===== src/rtl/wb_arbiter_if.sv =====
// Writeback arbiter bus: two producer handshakes and
// the register-file write port with its pending mask.
interface wb_arbiter_if #(
  parameter int DATA_W = 19,
  parameter int ADDR_W = 4
);
  logic                     alu_valid;
  logic                     alu_ready;
  logic [ADDR_W-1:0]        alu_waddr;
  logic [DATA_W-1:0]        alu_wdata;
  logic                     mem_valid;
  logic                     mem_ready;
  logic [ADDR_W-1:0]        mem_waddr;
  logic [DATA_W-1:0]        mem_wdata;
  logic                     we;
  logic [ADDR_W-1:0]        waddr;
  logic [DATA_W-1:0]        wdata;
  logic [(1<<ADDR_W)-1:0]   pending;

  modport master (
    output alu_valid, alu_waddr, alu_wdata,
    output mem_valid, mem_waddr, mem_wdata,
    input  alu_ready, mem_ready,
    input  we, waddr, wdata, pending
  );

  modport slave (
    input  alu_valid, alu_waddr, alu_wdata,
    input  mem_valid, mem_waddr, mem_wdata,
    output alu_ready, mem_ready,
    output we, waddr, wdata, pending
  );
endinterface


===== src/rtl/wb_arbiter.sv =====
// Writeback arbiter: one holding slot per producer,
// memory priority with an ALU anti-starvation age.
module wb_arbiter #(
  parameter int DATA_W     = 19,
  parameter int ADDR_W     = 4,
  parameter int STARVE_LIM = 3
) (
  input logic         clk,
  input logic         rst_n,
  wb_arbiter_if.slave bus
);
  localparam int NREG = 1 << ADDR_W;
  localparam logic [2:0] LIM = 3'(STARVE_LIM);

  logic              alu_full_q, alu_full_d;
  logic [ADDR_W-1:0] alu_addr_q, alu_addr_d;
  logic [DATA_W-1:0] alu_data_q, alu_data_d;
  logic              mem_full_q, mem_full_d;
  logic [ADDR_W-1:0] mem_addr_q, mem_addr_d;
  logic [DATA_W-1:0] mem_data_q, mem_data_d;
  logic [2:0]        age_q, age_d;
  logic              we_q, we_d;
  logic [ADDR_W-1:0] waddr_q, waddr_d;
  logic [DATA_W-1:0] wdata_q, wdata_d;

  logic              alu_gnt, mem_gnt;
  logic              alu_load, mem_load;
  logic [NREG-1:0]   pend;

  // Grant from registered slot state; ALU wins once starved.
  always_comb begin
    alu_gnt = 1'b0;
    mem_gnt = 1'b0;
    unique case ({alu_full_q, mem_full_q})
      2'b10:   alu_gnt = 1'b1;
      2'b01:   mem_gnt = 1'b1;
      2'b11: begin
        if (age_q >= LIM) alu_gnt = 1'b1;
        else              mem_gnt = 1'b1;
      end
      default: ;
    endcase
  end

  assign bus.alu_ready = !alu_full_q || alu_gnt;
  assign bus.mem_ready = !mem_full_q || mem_gnt;

  // Writes to R0 are accepted but never stored.
  assign alu_load = bus.alu_valid && bus.alu_ready
                 && (bus.alu_waddr != '0);
  assign mem_load = bus.mem_valid && bus.mem_ready
                 && (bus.mem_waddr != '0);

  // Next state: drain the winner, refill on handshake, age the ALU.
  always_comb begin
    alu_full_d = alu_full_q;
    alu_addr_d = alu_addr_q;
    alu_data_d = alu_data_q;
    mem_full_d = mem_full_q;
    mem_addr_d = mem_addr_q;
    mem_data_d = mem_data_q;
    age_d      = 3'd0;
    we_d       = alu_gnt || mem_gnt;
    waddr_d    = waddr_q;
    wdata_d    = wdata_q;
    if (alu_gnt) begin
      alu_full_d = 1'b0;
      waddr_d    = alu_addr_q;
      wdata_d    = alu_data_q;
    end else if (mem_gnt) begin
      mem_full_d = 1'b0;
      waddr_d    = mem_addr_q;
      wdata_d    = mem_data_q;
    end
    if (alu_full_q && !alu_gnt) begin
      age_d = (age_q == 3'd7) ? 3'd7 : age_q + 3'd1;
    end
    if (alu_load) begin
      alu_full_d = 1'b1;
      alu_addr_d = bus.alu_waddr;
      alu_data_d = bus.alu_wdata;
    end
    if (mem_load) begin
      mem_full_d = 1'b1;
      mem_addr_d = bus.mem_waddr;
      mem_data_d = bus.mem_wdata;
    end
  end

  // State registers; reset drops every held or presented write.
  always_ff @(posedge clk or negedge rst_n) begin
    if (!rst_n) begin
      alu_full_q <= 1'b0;
      alu_addr_q <= '0;
      alu_data_q <= '0;
      mem_full_q <= 1'b0;
      mem_addr_q <= '0;
      mem_data_q <= '0;
      age_q      <= 3'd0;
      we_q       <= 1'b0;
      waddr_q    <= '0;
      wdata_q    <= '0;
    end else begin
      alu_full_q <= alu_full_d;
      alu_addr_q <= alu_addr_d;
      alu_data_q <= alu_data_d;
      mem_full_q <= mem_full_d;
      mem_addr_q <= mem_addr_d;
      mem_data_q <= mem_data_d;
      age_q      <= age_d;
      we_q       <= we_d;
      waddr_q    <= waddr_d;
      wdata_q    <= wdata_d;
    end
  end

  // Destinations still in flight, for the decode interlock.
  always_comb begin
    pend = '0;
    if (alu_full_q) pend[alu_addr_q] = 1'b1;
    if (mem_full_q) pend[mem_addr_q] = 1'b1;
    if (we_q)       pend[waddr_q]    = 1'b1;
  end

  assign bus.we      = we_q;
  assign bus.waddr   = waddr_q;
  assign bus.wdata   = wdata_q;
  assign bus.pending = pend;

endmodule

===== src/flat_wrapper.sv =====
// flat-port wrapper written by rule: the top's interface ports become plain ports
module wb_arbiter_flat 
#(
  parameter int DATA_W     = 19,
  parameter int ADDR_W     = 4,
  parameter int STARVE_LIM = 3
)
  (clk, rst_n, bus_alu_valid, bus_alu_waddr, bus_alu_wdata, bus_mem_valid, bus_mem_waddr, bus_mem_wdata, bus_alu_ready, bus_mem_ready, bus_we, bus_waddr, bus_wdata, bus_pending);
  wb_arbiter_if #(.DATA_W(DATA_W), .ADDR_W(ADDR_W)) bus_i ();
  input logic clk;
  input logic rst_n;
  input wire logic [$bits(bus_i.alu_valid)-1:0] bus_alu_valid;
  input wire logic [$bits(bus_i.alu_waddr)-1:0] bus_alu_waddr;
  input wire logic [$bits(bus_i.alu_wdata)-1:0] bus_alu_wdata;
  input wire logic [$bits(bus_i.mem_valid)-1:0] bus_mem_valid;
  input wire logic [$bits(bus_i.mem_waddr)-1:0] bus_mem_waddr;
  input wire logic [$bits(bus_i.mem_wdata)-1:0] bus_mem_wdata;
  output wire logic [$bits(bus_i.alu_ready)-1:0] bus_alu_ready;
  output wire logic [$bits(bus_i.mem_ready)-1:0] bus_mem_ready;
  output wire logic [$bits(bus_i.we)-1:0] bus_we;
  output wire logic [$bits(bus_i.waddr)-1:0] bus_waddr;
  output wire logic [$bits(bus_i.wdata)-1:0] bus_wdata;
  output wire logic [$bits(bus_i.pending)-1:0] bus_pending;
  assign bus_i.alu_valid = bus_alu_valid;
  assign bus_i.alu_waddr = bus_alu_waddr;
  assign bus_i.alu_wdata = bus_alu_wdata;
  assign bus_i.mem_valid = bus_mem_valid;
  assign bus_i.mem_waddr = bus_mem_waddr;
  assign bus_i.mem_wdata = bus_mem_wdata;
  assign bus_alu_ready = bus_i.alu_ready;
  assign bus_mem_ready = bus_i.mem_ready;
  assign bus_we = bus_i.we;
  assign bus_waddr = bus_i.waddr;
  assign bus_wdata = bus_i.wdata;
  assign bus_pending = bus_i.pending;
  wb_arbiter #(.DATA_W(DATA_W), .ADDR_W(ADDR_W), .STARVE_LIM(STARVE_LIM)) u_core (.clk(clk), .rst_n(rst_n), .bus(bus_i));
endmodule

===== config.mk =====
export PLATFORM = sky130hd
export DESIGN_NAME = wb_arbiter_flat
export DESIGN_NICKNAME = d
export VERILOG_FILES = /design/src/rtl/wb_arbiter_if.sv /design/src/rtl/wb_arbiter.sv /design/src/flat_wrapper.sv
export SDC_FILE = /design/constraint.sdc
export NUM_CORES = 1
export LEC_CHECK = 0
export BUFFER_PORTS_ARGS = -buffer_cell sky130_fd_sc_hd__buf_2
export CORE_ASPECT_RATIO = 1.1
export CORE_MARGIN = 2
export CORE_UTILIZATION = 47
export DETAILED_ROUTE_END_ITERATION = 10
export GPL_ROUTABILITY_DRIVEN = 0
export PLACE_DENSITY = 0.75
export SYNTH_ARGS = -nofsm -noshare
export SYNTH_HDL_FRONTEND = slang
export SYNTH_SLANG_ARGS = --single-unit

===== constraint.sdc =====
create_clock -name clk -period 1.9 [get_ports clk]
set_input_delay 0.38 -clock clk [delete_from_list [all_inputs] [get_ports clk]]
set_output_delay 0.38 -clock clk [all_outputs]
set_load 0.005 [all_outputs]

==> flow_metrics.env <==
export IMPL_dr_pass1_iters=7
export IMPL_ioPinCount=92
export IMPL_syn_area_um2=3450
export IMPL_die_w_um=85.7
export IMPL_relSlewSlack_pct=56.1
export IMPL_cts_root_buf="clkbuf_8"
export IMPL_critPathLaunchType="flop"
export IMPL_setup_tns_ns=0
export IMPL_cap_violations=0
export IMPL_required_ns=1.52
export IMPL_synth_area_per_cell_um2=12.3
export IMPL_critPathKind="reg -> out"
export IMPL_die_y_um=93.9
export IMPL_path_clk_slew_ns=0.07
export IMPL_cts_buffers=9
export IMPL_routedWlPerCell_um=17.3
export IMPL_status="finished with violations"
export IMPL_place_inst=456
export IMPL_start_util_pct=48.7
export IMPL_ys_ff_latch=75
export IMPL_ir_drop_mv=0.639
export IMPL_synth_mux_area_share_pct=14.7
export IMPL_cts_htree_levels=3
export IMPL_drt_iter0_drc=170
export IMPL_pwr_share_clk_pct=28.3
export IMPL_fin_crit_sh_pct=98.6
export IMPL_p_int_mw=3.08
export IMPL_port_buffers=91
export IMPL_diodes=0
export IMPL_core_area_um2=7090
export IMPL_post_route_min_period_ns=1.87
export IMPL_hpwl_um=5660
export IMPL_synth_simple_area_share_pct=13.6
export IMPL_via_per_inst=5.75
export IMPL_antenna_found_initial=0
export IMPL_post_route_cells_drive_above_1_share_pct=53.1
export IMPL_synth_top_cell_area_share_pct=54.3
export IMPL_synth_largest_area_cell="dfrtp_1"
export IMPL_nFillCells=557
export IMPL_grt_overflow=0
export IMPL_report_final_hold_viol_count=2
export IMPL_grt_max_degree=40
export IMPL_violations="design-rule violations, negative hold slack"
export IMPL_ys_warn_count=0
export IMPL_grt_pass1_wl_um=13400
export IMPL_finalPower_mw=4.30
export IMPL_setup_violations=0
export IMPL_synthXorXnorAreaFrac_pct=0
export IMPL_ctsHoldBuffers=0
export IMPL_grt_util_all_layers_pct=21.6
export IMPL_grt_pass1_vias=2788
export IMPL_synth_area_top_cells="dfrtp_1 54%, mux2_2 14%, a221o_1 6.1%, and2_1 3.8%, nand2_1 3.2%"
export IMPL_crit_path_max_fanout=6
export IMPL_syn_inst=281
export IMPL_synth_compound_area_share_pct=14.1
export IMPL_clock_insertion_delay_worst_skew_ns=0.34
export IMPL_hp_class="in -> async"
export IMPL_slew_viol_final=0
export IMPL_area_delta_synth_final_pct=29.3
export IMPL_yosysUniqueCellTypes=36
export IMPL_skew_ns=0.00517
export IMPL_ys_seq_area_share_pct=54.3
export IMPL_crit_arrival_ns=1.49
export IMPL_power_density_nw_per_um2=962
export IMPL_combPwrFrac_pct=23.3
export IMPL_synth_fp_nets=332
export IMPL_cts_tree="built"
export IMPL_fin_hold_ws_ns=-0.00347
export IMPL_worst_r2r_cell_count=6
export IMPL_switching_share_pct=28.3
export IMPL_wirelength_um=8240
export IMPL_rows=32
export IMPL_synthAdderAreaFrac_pct=0.362
export IMPL_numClockSinks=75
export IMPL_die_area_um2=8050
export IMPL_p_leak_nw=2.12
export IMPL_max_slew_worst_pin_slew_ns=0.657
export IMPL_vias=2745
export IMPL_drc=7
export IMPL_switchingPower_mw=1.22
export IMPL_synth_top_family_by_area="multiplexers"
export IMPL_antenna_left=0
export IMPL_sequentialPowerShare_pct=48.4
export IMPL_setup_worst_path_end_class="output port"
export IMPL_rsz0062_at_grt="yes"
export IMPL_final_cells=477
export IMPL_nets=439
export IMPL_max_freq_ghz=0.534
export IMPL_clock_path_buffers=2
==> worst paths after layout <==
| check | slack, ns | start | end |
|---|---|---|---|
| worst max register to register | 0.09 | u_core.age_q[0]$_DFF_PN0_ | u_core.alu_addr_q[3]$_DFFE_PN0P_ |
| worst max-delay path | 0.03 | u_core.mem_full_q$_DFFE_PN0P_ | bus_pending[6] |
| min in group clk | 0.25 | bus_alu_wdata[3] | u_core.alu_data_q[3]$_DFFE_PN0P_ |
| worst min register to register | 0.49 | u_core.alu_data_q[18]$_DFFE_PN0P_ | u_core.alu_data_q[18]$_DFFE_PN0P_ |
| worst min-delay path | -0.003 | rst_n | u_core.mem_data_q[10]$_DFFE_PN0P_ |
| max in group asynchronous | 1.31 | rst_n | u_core.bus.waddr[1]$_DFFE_PN0P_ |
==> cell usage in the layout (no fill, tap or decap), types with 2 or more instances in the layout <==
cell and n:
buf_2 90, dfrtp_1 65, mux2_2 42, nand2_1 29, and2_1 21, a221o_1 21
buf_4 17, clkbuf_8 11, dfrtp_2 10, nand3_1 7, nor2b_2 6, a22oi_2 6
a22oi_1 5, inv_1 4, nor2_1 4, buf_12 4, a32o_1 3, mux2_1 3
and3b_2 3, and3b_1 3, a32oi_1 3, o32ai_1 2, a31oi_1 2, nor3b_2 2
and3_1 2, nand3_2 2, clkbuf_1 2
==> power by group through the flow <==
stage,logic (mW),registers (mW),clock network [mW]
after floorplan,0.558,2.02,0
after global placement,0.903,2.08,0
after detailed placement,0.935,2.08,0
after CTS,0.955,2.06,1.24
after global routing,1.09,2.12,1.30
final,1.00,2.08,1.22
==> layer usage <==
metal	GRT usage, %	routed length, µm	vias to the layer above
met2	35.9	4140	94
met4	9.92	176	0
li1	-	-	1258
met3	4.13	424	15
met5	0	0	-
met1	27.4	3500	1378
==> critical path, stage by stage, from the launching register on <==
cell and delay (ns):
dfrtp_2 0.45, buf_6 0.13, and3b_2 0.23, a22oi_2 0.13, nand2_1 0.07, buf_2 0.12
==> area by class of cell <==
cell class                      instances  area (µm²)  area share, %
Sequential cell                        75        1890           42.3
Multi-Input combinational cell        186        1590           35.6
Timing Repair Buffer                  112         669           15.0
Clock buffer                           13         159           3.56
Tap cell                               85         106           2.38
Clock inverter                          2        35.0          0.785
Inverter                                4        15.0          0.336
==> synthesized netlist by cell type, drive strengths merged <==
library cell and count:
nand2b 1, conb 1, clkbuf 7, dfrtp 75, buf 9, nor3b 3
nor4 1, a221o 21, nand3 9, a31oi 3, and4 1, o211ai 1
a32oi 4, mux2 45, a32o 3, nor2 5, ha 1, inv 4
and2 21, o32ai 2, and3 3, a211oi 1, and3b 6, a22oi 11
o21bai 1, nand2 29, o41ai 1, a21oi 2, a21boi 1, nor2b 6
or4 1, a211o 1, o2bb2ai 1
==> registers in the layout (all words and copies together), names as in the netlist <==
register	flops
u_core.bus.we	1
u_core.mem_data_q	19
u_core.age_q	3
u_core.alu_addr_q	4
u_core.mem_addr_q	4
u_core.bus.wdata	19
u_core.alu_full_q	1
u_core.bus.waddr	4
u_core.alu_data_q	19
u_core.mem_full_q	1
==> repair_timing <==
item,in CTS,in global routing
setup endpoints to repair,36,18
gates resized for setup,7,30
pin swaps,3,3
buffers inserted,4,2
==> metrics by stage <==
| step | instance area (µm²) | util (%) | hold slack, ns | worst slack, ns |
|---|---|---|---|---|
| 2_1_floorplan | 3450 | - | 0.0844 | 0.125 |
| 3_3_place_gp | 4110 | 58.0 | 0.376 | -0.00624 |
| 3_5_place_dp | 4110 | 58.0 | 0.382 | -0.110 |
| 4_1_cts | 4360 | 61.5 | 0.00402 | 0.00135 |
| 5_1_grt | 4470 | 63.0 | 0.0257 | -0.0467 |
| 6_report | 4470 | 63.0 | -0.00347 | 0.0270 |
==> cell families after synthesis <==
group / Yosys count
compound gates: 53
fa+ha+maj: 1
buf+inv: 20
flops: 75
mux: 45
other cells: 1
simple gates: 86
Power figures use the tool's default switching activity.
